File: config.mk
export PLATFORM = sky130hd
export DESIGN_NAME = markov_table_scheduler
export DESIGN_NICKNAME = d
export VERILOG_FILES = /design/src/rtl/markov_table_scheduler.sv
export SDC_FILE = /design/constraint.sdc
export NUM_CORES = 1
export LEC_CHECK = 0
export ABC_AREA = 1
export BUFFER_PORTS_ARGS = -buffer_cell sky130_fd_sc_hd__buf_4
export CORE_MARGIN = 2
export CORE_UTILIZATION = 45
export CTS_CLUSTER_SIZE = 28
export DETAILED_ROUTE_END_ITERATION = 16
export HOLD_SLACK_MARGIN = 0.05
export PLACE_DENSITY = 0.76
export SYNTH_ARGS = -nofsm -noshare
export SYNTH_HDL_FRONTEND = slang
export SYNTH_SLANG_ARGS = --single-unit
File: constraint.sdc
create_clock -name clk -period 3.65 [get_ports clk]
set_clock_uncertainty 0.15 [all_clocks]
set_input_delay 0 -clock clk [delete_from_list [all_inputs] [get_ports clk]]
set_output_delay 0 -clock clk [all_outputs]
set_load 0.05 [all_outputs]
File: src/rtl/markov_table_scheduler.sv
// markov_table_scheduler
//
// Schedules train, query and clear operations against an external synchronous
// transition-count table addressed by {prev, next}. Train does a read-modify-write
// increment that saturates at all-ones. Query reads a count back and presents it
// with a one-cycle strobe. Clear zeroes every entry, one address per cycle.
//
// Ports
//   clk, reset                      clock, synchronous active-high reset
//   trn_valid/trn_ready             train request handshake (ready is combinational)
//   trn_prev, trn_next              observed transition prev->next
//   qry_valid/qry_ready             query request handshake (ready is combinational)
//   qry_prev, qry_next              transition to look up
//   qry_rsp_valid, qry_rsp_count    response strobe and count (count holds until next response)
//   clr_start                       request zeroing of the whole table (honoured only when idle)
//   busy, done                      not idle; one-cycle pulse after the last clear write
//   trn_sat                         one-cycle pulse when a train write saturates
//   mem_addr/re/we/wdata/rdata      table port; rdata valid the cycle after mem_re
module markov_table_scheduler #(
    parameter int unsigned SYM_W = 4,
    parameter int unsigned CNT_W = 8
) (
    input  logic                 clk,
    input  logic                 reset,
    input  logic                 trn_valid,
    output logic                 trn_ready,
    input  logic [SYM_W-1:0]     trn_prev,
    input  logic [SYM_W-1:0]     trn_next,
    input  logic                 qry_valid,
    output logic                 qry_ready,
    input  logic [SYM_W-1:0]     qry_prev,
    input  logic [SYM_W-1:0]     qry_next,
    output logic                 qry_rsp_valid,
    output logic [CNT_W-1:0]     qry_rsp_count,
    input  logic                 clr_start,
    output logic                 busy,
    output logic                 done,
    output logic                 trn_sat,
    output logic [2*SYM_W-1:0]   mem_addr,
    output logic                 mem_re,
    output logic                 mem_we,
    output logic [CNT_W-1:0]     mem_wdata,
    input  logic [CNT_W-1:0]     mem_rdata
);

    localparam int unsigned AddrW = 2 * SYM_W;

    typedef enum logic [2:0] {
        StIdle,
        StTrnRd,
        StTrnWait,
        StTrnWr,
        StQryRd,
        StQryWait,
        StQryRsp,
        StClr
    } state_e;

    state_e             state_q, state_d;
    logic [SYM_W-1:0]   prev_q, prev_d;
    logic [SYM_W-1:0]   next_q, next_d;
    logic [CNT_W-1:0]   cnt_q, cnt_d;
    logic [CNT_W-1:0]   rsp_count_q, rsp_count_d;
    logic [AddrW-1:0]   clr_addr_q, clr_addr_d;
    logic               favour_qry_q, favour_qry_d;
    logic               done_q, done_d;

    logic               grant_trn;
    logic               grant_qry;
    logic               cnt_full;

    // Round-robin: on contention the side not granted last wins.
    assign grant_trn = trn_valid & (~qry_valid | ~favour_qry_q);
    assign grant_qry = qry_valid & (~trn_valid | favour_qry_q);
    assign cnt_full  = &cnt_q;

    // State register
    always_ff @(posedge clk) begin
        if (reset) begin
            state_q      <= StIdle;
            prev_q       <= '0;
            next_q       <= '0;
            cnt_q        <= '0;
            rsp_count_q  <= '0;
            clr_addr_q   <= '0;
            favour_qry_q <= 1'b0;
            done_q       <= 1'b0;
        end else begin
            state_q      <= state_d;
            prev_q       <= prev_d;
            next_q       <= next_d;
            cnt_q        <= cnt_d;
            rsp_count_q  <= rsp_count_d;
            clr_addr_q   <= clr_addr_d;
            favour_qry_q <= favour_qry_d;
            done_q       <= done_d;
        end
    end

    // Next-state and datapath
    always_comb begin
        state_d      = state_q;
        prev_d       = prev_q;
        next_d       = next_q;
        cnt_d        = cnt_q;
        rsp_count_d  = rsp_count_q;
        clr_addr_d   = clr_addr_q;
        favour_qry_d = favour_qry_q;
        done_d       = 1'b0;
        case (state_q)
            StIdle: begin
                if (clr_start) begin
                    state_d    = StClr;
                    clr_addr_d = '0;
                end else if (grant_trn) begin
                    state_d      = StTrnRd;
                    prev_d       = trn_prev;
                    next_d       = trn_next;
                    favour_qry_d = 1'b1;
                end else if (grant_qry) begin
                    state_d      = StQryRd;
                    prev_d       = qry_prev;
                    next_d       = qry_next;
                    favour_qry_d = 1'b0;
                end
            end
            StTrnRd:   state_d = StTrnWait;
            StTrnWait: begin
                cnt_d   = mem_rdata;
                state_d = StTrnWr;
            end
            StTrnWr:   state_d = StIdle;
            StQryRd:   state_d = StQryWait;
            StQryWait: begin
                rsp_count_d = mem_rdata;
                state_d     = StQryRsp;
            end
            StQryRsp:  state_d = StIdle;
            StClr: begin
                if (&clr_addr_q) begin
                    state_d = StIdle;
                    done_d  = 1'b1;
                end else begin
                    clr_addr_d = clr_addr_q + AddrW'(1);
                end
            end
            default:   state_d = StIdle;
        endcase
    end

    // Outputs
    always_comb begin
        trn_ready     = 1'b0;
        qry_ready     = 1'b0;
        mem_re        = 1'b0;
        mem_we        = 1'b0;
        mem_addr      = '0;
        mem_wdata     = '0;
        trn_sat       = 1'b0;
        qry_rsp_valid = 1'b0;
        case (state_q)
            StIdle: begin
                trn_ready = ~clr_start & grant_trn;
                qry_ready = ~clr_start & grant_qry;
            end
            StTrnRd, StQryRd: begin
                mem_re   = 1'b1;
                mem_addr = {prev_q, next_q};
            end
            StTrnWr: begin
                mem_we    = 1'b1;
                mem_addr  = {prev_q, next_q};
                mem_wdata = cnt_full ? cnt_q : cnt_q + CNT_W'(1);
                trn_sat   = cnt_full;
            end
            StQryRsp:  qry_rsp_valid = 1'b1;
            StClr: begin
                mem_we   = 1'b1;
                mem_addr = clr_addr_q;
            end
            default: ;
        endcase
        // A reset cycle must not start or complete any table access or handshake.
        if (reset) begin
            trn_ready = 1'b0;
            qry_ready = 1'b0;
            mem_re    = 1'b0;
            mem_we    = 1'b0;
        end
    end

    assign busy          = (state_q != StIdle);
    assign done          = done_q;
    assign qry_rsp_count = rsp_count_q;

endmodule

==> impl_metrics.ini, run 1 <==
[yosys]
yosysWarnings = 0
synth-seq-cells = 37
syn_inst = 291
synth_cell_types = 28
syn_nets = 322
netlist_top_cells_count = 69 x nand2_1, 37 x a21oi_1, 37 x dfxtp_1, 30 x inv_1, 30 x nor2_1
yosysMostFrequentCell = nand2_1
syn-cell-area_um2 = 1940
synth-seq-area-share_pct = 38.1
syn_avg_cell_area_um2 = 6.67
synth-edff-count = 0
synthArstFlopShare_pct = 0
ys_top_cells_by_area = dfxtp_1 38%, nand2_1 13%, a21oi_1 9.5%
netlist.area_leader.share_pct = 38.1
yosysTopAreaCell = dfxtp_1
synth_ff_type = dfxtp_1

[outcome]
status = finished clean

[floorplanning]
core_um2 = 4090
start_util_pct = 47.5
die_area_um2 = 4860
die_width_um = 69.7
io_pins = 61
die_h_um = 69.7
core.rowCount = 23

[timing]
rsz0062_at_grt = false
slew_headroom_pct = 61.8
period_minus_slack_ns = 2.15
worst_hold_slack_ns = 0.0959
period_share_pct = 59.0
finalSetupViolations = 0
final_hold_viol_count = 0
tightest_slew_ns = 0.573
drv_slew = 0
setup_ws_ns = 1.50
fmax_mhz = 465
tns_ns = 0

[drt]
vias_per_cell = 4.94
antenna_left = 0
firstDrtPassIters = 4
via_count = 2121
drtIter0Drc = 131
wl_per_cell_um = 11.5
drc = 0
routed_wirelength_um = 4920

[pwr]
peakVddDrop_v = 0.000307
leakage_nw = 1.24
p_sw_w = 0.000707
power.share.clock_pct = 19.3
power_density_nw_per_um2 = 570
pwr-share-seq_pct = 35.6
p_total_w = 0.00159
p_sw_share_pct = 44.4
combPwrFrac_pct = 45.1
internal_power_w = 0.000886

[grt]
grt_first_pass_wirelength_um = 8090
grt-ovfl-total = 0
grt_max_degree = 20
antenna_found_initial = 0
grt_pass1_vias = 1883
grt_use_total_pct = 20.3

[clock_tree]
clk_path_buf_depth = 2
cts_tree = built
clk_latency_ns = 0.28
clk_pin_slew_worst_paths_ns = 0.07
numCtsBuffers = 5
root_buffer = clkbuf_8
post_cts_resized = 0
clock-sinks = 37
htreeDepth = 2

[layout]
layout.nets = 409
drive_gt1_share_pct = 21.9
diodes = 0
stdcell_area_um2 = 2790
area_delta_synth_final_pct = 43.9

[placement]
pre_cts_ws_ns = 1.82
dp_hpwl_um = 3500
routabilityCongestion = 0.921
place.port_buffers = 60
place_area_um2 = 2410

[critical_path]
critPathKind = reg -> out
cp-end-kind = primary output
cp_data_arrival_time_ns = 2.00
worstPathRequired_ns = 3.50
cp_max_fo = 9
startpoint_type = flip-flop

[hold_path]
hp-class = in -> reg

[flow_run]
max_cap_viol_count = 0
worst max-delay path: stages, from the launching register on:
cell and delay, ns:
dfxtp_1 0.41, ha_1 0.20, nand2_1 0.08, nor3_1 0.34
nand2_2 0.18, inv_1 0.12, nand2_1 0.05, a21oi_1 0.12
buf_4 0.21
cell usage in the layout, fill, tap and decap left out:
cell type,count
buf_4,60
nand3_2,2
nand2_4,2
nand2_2,3
dlygate4sd3_1,28
inv_1,30
inv_2,2
nand2_1,69
nor2_4,1
xor2_1,2
o21ai_2,1
ha_1,2
nor2_8,1
nand3_1,22
dfxtp_1,37
clkinv_2,1
a21oi_1,37
nor3_1,6
nor2_2,2
nor3_2,1
clkbuf_8,7
o21ai_0,21
nor2_1,30
nand4_1,2
a31oi_1,2
o21ai_1,4
o22ai_1,4
area by class of cell:
class,instances,area (um2)
fillers,351,1290
multi-input cells,214,1040
flip-flops and latches,37,741
repair buffers,88,731
inverters,32,120
clock buffers,7,96.3
well taps,50,62.6
clock inverters,1,5.00
cell families (layout without fill, tap and decap cells):
| kind of cell | count (synthesis) | in the layout | synth area share (%) |
|---|---|---|---|
| AO/OA/AOI/OAI | 69 | 69 | 18.4 |
| AND/OR/NAND/NOR | 141 | 141 | 32.9 |
| buffers and inverters | 40 | 128 | 8.38 |
| adder cells (fa/ha/maj) | 2 | 2 | 1.29 |
| XOR/XNOR | 2 | 2 | 0.902 |
| flip-flops | 37 | 37 | 38.1 |
repair_timing:
action | in CTS | in global routing
setup buffers | 0 | 0
hold buffers | 28 | 0
hold endpoints to repair | 31 | 0
worst paths after layout:
path	from	slack [ns]	cells past startpoint	to
setup / recovery	cnt_q[1]	1.50	8	mem_wdata[0]
hold / removal	trn_valid	0.1	7	favour_qry_q
setup reg to reg	state_q[0]	1.56	6	qry_rsp_count[3]
hold reg to reg	prev_q[2]	0.31	2	prev_q[2]
registers in the layout, summed over array words and instances, names as in the netlist:
signal         flops
cnt_q              8
qry_rsp_count      8
state_q            3
done               1
favour_qry_q       1
clr_addr_q         8
next_q             4
prev_q             4
power groups by stage:
stage,logic [W],clock network [W],registers [W]
floorplan,0.000505,0,0.000586
global placement,0.000677,0,0.000569
detailed placement,0.000681,0,0.000574
CTS,0.000714,0.000314,0.000566
global route,0.000784,0.000333,0.000580
finish,0.000718,0.000307,0.000567
metrics by stage:
stage                     utilization [%]  instances
after floorplan                         -        291
after global placement               59.0        393
after detailed placement             59.0        393
after CTS                            68.4        429
after global routing                 68.4        429
final                                68.4        429
metal layers:
metal | share of wire, % | global-route usage (%) | up-vias
li1 | - | - | 1129
met1 | 46 | 25.5 | 924
met2 | 48 | 34.3 | 61
met3 | 4.4 | 4.07 | 7
met4 | 1.6 | 7.26 | 0
met5 | 0 | 0 | -
(Power assumes the default switching activity.)
==> inputs of run 2 (changes only) <==
--- a/config.mk
+++ b/config.mk
@@ -12,7 +12,7 @@
 export CTS_CLUSTER_SIZE = 28
 export DETAILED_ROUTE_END_ITERATION = 16
 export HOLD_SLACK_MARGIN = 0.05
-export PLACE_DENSITY = 0.76
+export PLACE_DENSITY = 0.79
 export SYNTH_ARGS = -nofsm -noshare
 export SYNTH_HDL_FRONTEND = slang
 export SYNTH_SLANG_ARGS = --single-unit
==> constraint.sdc (replaced) <==
create_clock -name clk -period 1.8 [get_ports clk]
set_clock_uncertainty 0.15 [all_clocks]
set_input_delay 0 -clock clk [delete_from_list [all_inputs] [get_ports clk]]
set_output_delay 0 -clock clk [all_outputs]
set_load 0.05 [all_outputs]
==> impl_metrics.ini, run 2 (same netlist as run 1, synthesis figures left out) <==
[outcome]
status = finished with violations
violations = negative setup slack

[critical_path]
cp-end-kind = primary output
slowest_stage = dfxtp_2
cp_cell_sequence = ha_4 -> nand2_4 -> nor3_4 -> nand2_2 -> buf_6 -> a31oi_1 -> buf_4
critPathKind = reg -> out
cp_max_fo = 5
cp_data_arrival_time_ns = 1.71
cp_top_family = simple AND/OR/NAND/NOR gates
cpPeakStageDelay_ns = 0.36
startpoint_type = flip-flop
cp.buffers_inverters = 2
worstPathRequired_ns = 1.65

[grt]
grt_use_total_pct = 22.6
grt_first_pass_wirelength_um = 9010
antenna_found_initial = 0
grt_max_degree = 20
grt_pass1_vias = 2040
grt-ovfl-total = 0

[drt]
drc = 0
vias_per_cell = 5.04
wl_per_cell_um = 12.5
firstDrtPassIters = 4
antenna_left = 0
via_count = 2212
drtIter0Drc = 251
routed_wirelength_um = 5500

[layout]
diodes = 0
layout_common_cells = 65 x nand2_1, 64 x buf_4, 29 x a21oi_1, 29 x dfxtp_1, 28 x inv_1
fin_util_pct = 73.9
drive_gt1_share_pct = 32.9
final_common_cell = nand2_1
area_delta_synth_final_pct = 55.4
layout.nets = 419
stdcell_area_um2 = 3020

[floorplanning]
die_area_um2 = 4860
core.rowCount = 23
die_width_um = 69.7
start_util_pct = 47.5
io_pins = 61
core_um2 = 4090
die_h_um = 69.7

[timing]
period_share_pct = 103
setup_ws_ns = -0.0595
final_hold_viol_count = 0
finalSetupViolations = 2
slew_headroom_pct = 58.5
tightest_slew_ns = 0.623
fmax_mhz = 538
tns_ns = -0.118
rsz0062_at_grt = true
drv_slew = 0
period_minus_slack_ns = 1.86

[clock_tree]
numCtsBuffers = 5
clock-sinks = 37
htreeDepth = 2
clk_pin_slew_worst_paths_ns = 0.07
cts_tree = built
root_buffer = clkbuf_8
clk_latency_ns = 0.29
clk_path_buf_depth = 2

[pwr]
peakVddDrop_v = 0.000942
leakage_nw = 1.32
power_density_nw_per_um2 = 1150
p_total_w = 0.00347

[placement]
dp_hpwl_um = 3620
routabilityCongestion = 0.911
place.port_buffers = 60
place_area_um2 = 2480

[flow_run]
max_cap_viol_count = 0

[hold_path]
hp-class = in -> reg
## run 2: where the power goes
group | switching (W) | total [W] | internal, W
Combinational | 0.00112 | 0.00168 | 0.000559
Clock | 0.000274 | 0.000620 | 0.000346
Sequential | 0.000160 | 0.00117 | 0.00101
Total | 0.00156 | 0.00347 | 0.00191
## run 2: per-stage QoR
step / hold WS [ns] / worst slack, ns / std cells
after floorplan: -0.0151 / -0.218 / 291
after global placement: 0.0870 / 0.139 / 399
after detailed placement: 0.0885 / 0.0389 / 399
after CTS: 0.0503 / 0.00726 / 434
after global routing: 0.0901 / -0.171 / 439
final: 0.0720 / -0.0595 / 439
## run 2: what timing repair did
item,CTS,global route
buffers inserted,1,5
setup endpoints to repair,18,28
endpoints found under the hold margin,31,2
pin swaps,2,10
hold buffers,26,2
gates resized for setup,11,34
## run 2: worst register-to-register path, delay by kind of cell (launching register included)
kind	cells	cell delay, ns
DFF	1	0.32
and+or+nand+nor	4	0.21
buffers and inverters	2	0.68
AOI/OAI and AO/OA	2	0.19
## run 2: final cells by class
cell class	instances	area [um2]
timing repair buffer	98	831
sequential	37	753
tap	50	62.6
clock inverter	1	5.00
multi-input combinational	214	1150
inverter	32	124
clock buffer	7	96.3
fill	307	1070
## run 2: worst paths after layout
kind,start,depth (start not counted),slack [ns],endpoint
min reg2reg,prev_q[3],2,0.31,prev_q[3]
min,qry_valid,6,0.07,favour_qry_q
max,cnt_q[1],7,-0.06,mem_wdata[3]
max reg2reg,favour_qry_q,8,0.10,prev_q[0]
## run 2: routing by layer
metal | global-route usage (%) | part of all wire, % | vias to the layer above
met2 | 39.0 | 49 | 51
met1 | 29.1 | 45 | 1000
met5 | 0 | 0 | -
met4 | 6.41 | 2.1 | 0
li1 | - | - | 1147
met3 | 3.92 | 3.6 | 14
==> inputs of run 3 (changes only) <==
--- a/config.mk
+++ b/config.mk
@@ -12,7 +12,8 @@
 export CTS_CLUSTER_SIZE = 28
 export DETAILED_ROUTE_END_ITERATION = 16
 export HOLD_SLACK_MARGIN = 0.05
-export PLACE_DENSITY = 0.79
+export PLACE_DENSITY_LB_ADDON = 0.3
+export SKIP_CTS_REPAIR_TIMING = 1
 export SYNTH_ARGS = -nofsm -noshare
 export SYNTH_HDL_FRONTEND = slang
 export SYNTH_SLANG_ARGS = --single-unit
==> impl_metrics.ini, run 3 (same netlist as run 1, synthesis figures left out) <==
[outcome]
status = finished clean

[layout]
stdcell_area_um2 = 3000
layout_common_cells = 67 x nand2_1, 66 x buf_4, 32 x a21oi_1, 32 x dfxtp_1, 28 x inv_1
final_common_cell = nand2_1
area_delta_synth_final_pct = 54.5
finalNonFillerCells = 438
fin_util_pct = 73.4
layout.nets = 418
num-fill-cells = 336
diodes = 0
drive_gt1_share_pct = 31.2

[clock_tree]
numCtsBuffers = 5
cts_tree = built
clk_path_buf_depth = 2
clock-sinks = 37
htreeDepth = 2
root_buffer = clkbuf_8
clk_pin_slew_worst_paths_ns = 0.07
clk_latency_ns = 0.29

[placement]
place_area_um2 = 2490
place.port_buffers = 60
dp_cells = 400
routabilityCongestion = 0.911
dp_hpwl_um = 3690

[critical_path]
ff2ff_path_depth = 8
startpoint_type = flip-flop
cp-end-kind = primary output
critPathKind = reg -> out
cp_data_arrival_time_ns = 1.61
cp_max_fo = 3
worstPathRequired_ns = 1.65
rr_endpoint = clr_addr_q[2]
reg2reg_from = clr_addr_q[0]
r2r_slack_ns = 0.20

[flow_run]
max_cap_viol_count = 0

[grt]
grt_max_degree = 20
grt_pass1_vias = 1876
grt_first_pass_wirelength_um = 8160
grt_use_total_pct = 20.5
antenna_found_initial = 0
grt-ovfl-total = 0

[timing]
tns_ns = 0
final_hold_viol_count = 0
drv_slew = 0
fmax_mhz = 567
slew_headroom_pct = 65.2
period_minus_slack_ns = 1.76
tightest_slew_ns = 0.522
finalSetupViolations = 0
rsz0062_at_grt = true
period_share_pct = 98.0

[drt]
antenna_left = 0
firstDrtPassIters = 5
routed_wirelength_um = 5300
via_count = 2226
vias_per_cell = 5.08
drc = 0
drtIter0Drc = 65
wl_per_cell_um = 12.1

[hold_path]
hold_path_startpoint = trn_next[3]
hold_depth = 5
holdPathEnd = next_q[3]
hp-class = in -> reg

[pwr]
leakage_nw = 1.33
power_density_nw_per_um2 = 1190
peakVddDrop_v = 0.000669
p_total_w = 0.00356

[floorplanning]
start_util_pct = 47.5
die_area_um2 = 4860
core_um2 = 4090
die_h_um = 69.7
io_pins = 61
die_width_um = 69.7
core.rowCount = 23
-- run 3: metrics by stage --
step | hold slack (ns) | worst slack, ns
2_1_floorplan | -0.0151 | -0.218
4_1_cts | -0.208 | -0.272
5_1_grt | 0.0596 | -0.0814
3_5_place_dp | 0.0903 | 0.0468
3_3_place_gp | 0.0865 | 0.138
6_report | 0.0204 | 0.0353
-- run 3: critical path, stage by stage (launching register included) --
cell and delay [ns]:
dfxtp_2 0.36, ha_4 0.15, nand2_4 0.07, nor3_4 0.15
buf_4 0.14, o21ai_1 0.05, a31oi_1 0.18, buf_4 0.24
-- run 3: worst max path at each step --
| stage | from | endpoint | slack, ns | cells after the start |
|---|---|---|---|---|
| after global routing | cnt_q[1] | mem_wdata[0] | -0.08 | 8 |
| after detailed placement | cnt_q[0] | mem_wdata[2] | 0.05 | 8 |
| after CTS | cnt_q[0] | mem_wdata[2] | -0.27 | 8 |
| final | cnt_q[1] | mem_wdata[6] | 0.04 | 7 |
| after global placement | cnt_q[0] | mem_wdata[2] | 0.14 | 8 |
| after floorplan | cnt_q[0] | mem_wdata[3] | -0.22 | 5 |
-- run 3: power breakdown --
group          switching (W)  internal (W)  total (W)
clock               0.000289      0.000450   0.000739
combinational        0.00111      0.000554    0.00166
sequential          0.000162      0.000995    0.00116
total                0.00156       0.00200    0.00356
-- run 3: layout make-up --
type / instances / area (um2) / area share, %
inverters: 32 / 120 / 4.00
multi-input cells: 214 / 1140 / 37.9
well taps: 50 / 62.6 / 2.09
repair buffers: 97 / 815 / 27.1
flip-flops and latches: 37 / 747 / 24.9
clock inverters: 2 / 37.5 / 1.25
clock buffers: 6 / 82.6 / 2.75
-- run 3: per-layer routing --
layer | wire length [um] | vias to the layer above | global-route usage [%]
li1 | - | 1143 | -
met1 | 2350 | 1002 | 25.8
met2 | 2610 | 72 | 34.7
met3 | 232 | 9 | 4.22
met4 | 99 | 0 | 7.05
met5 | 0 | - | 0
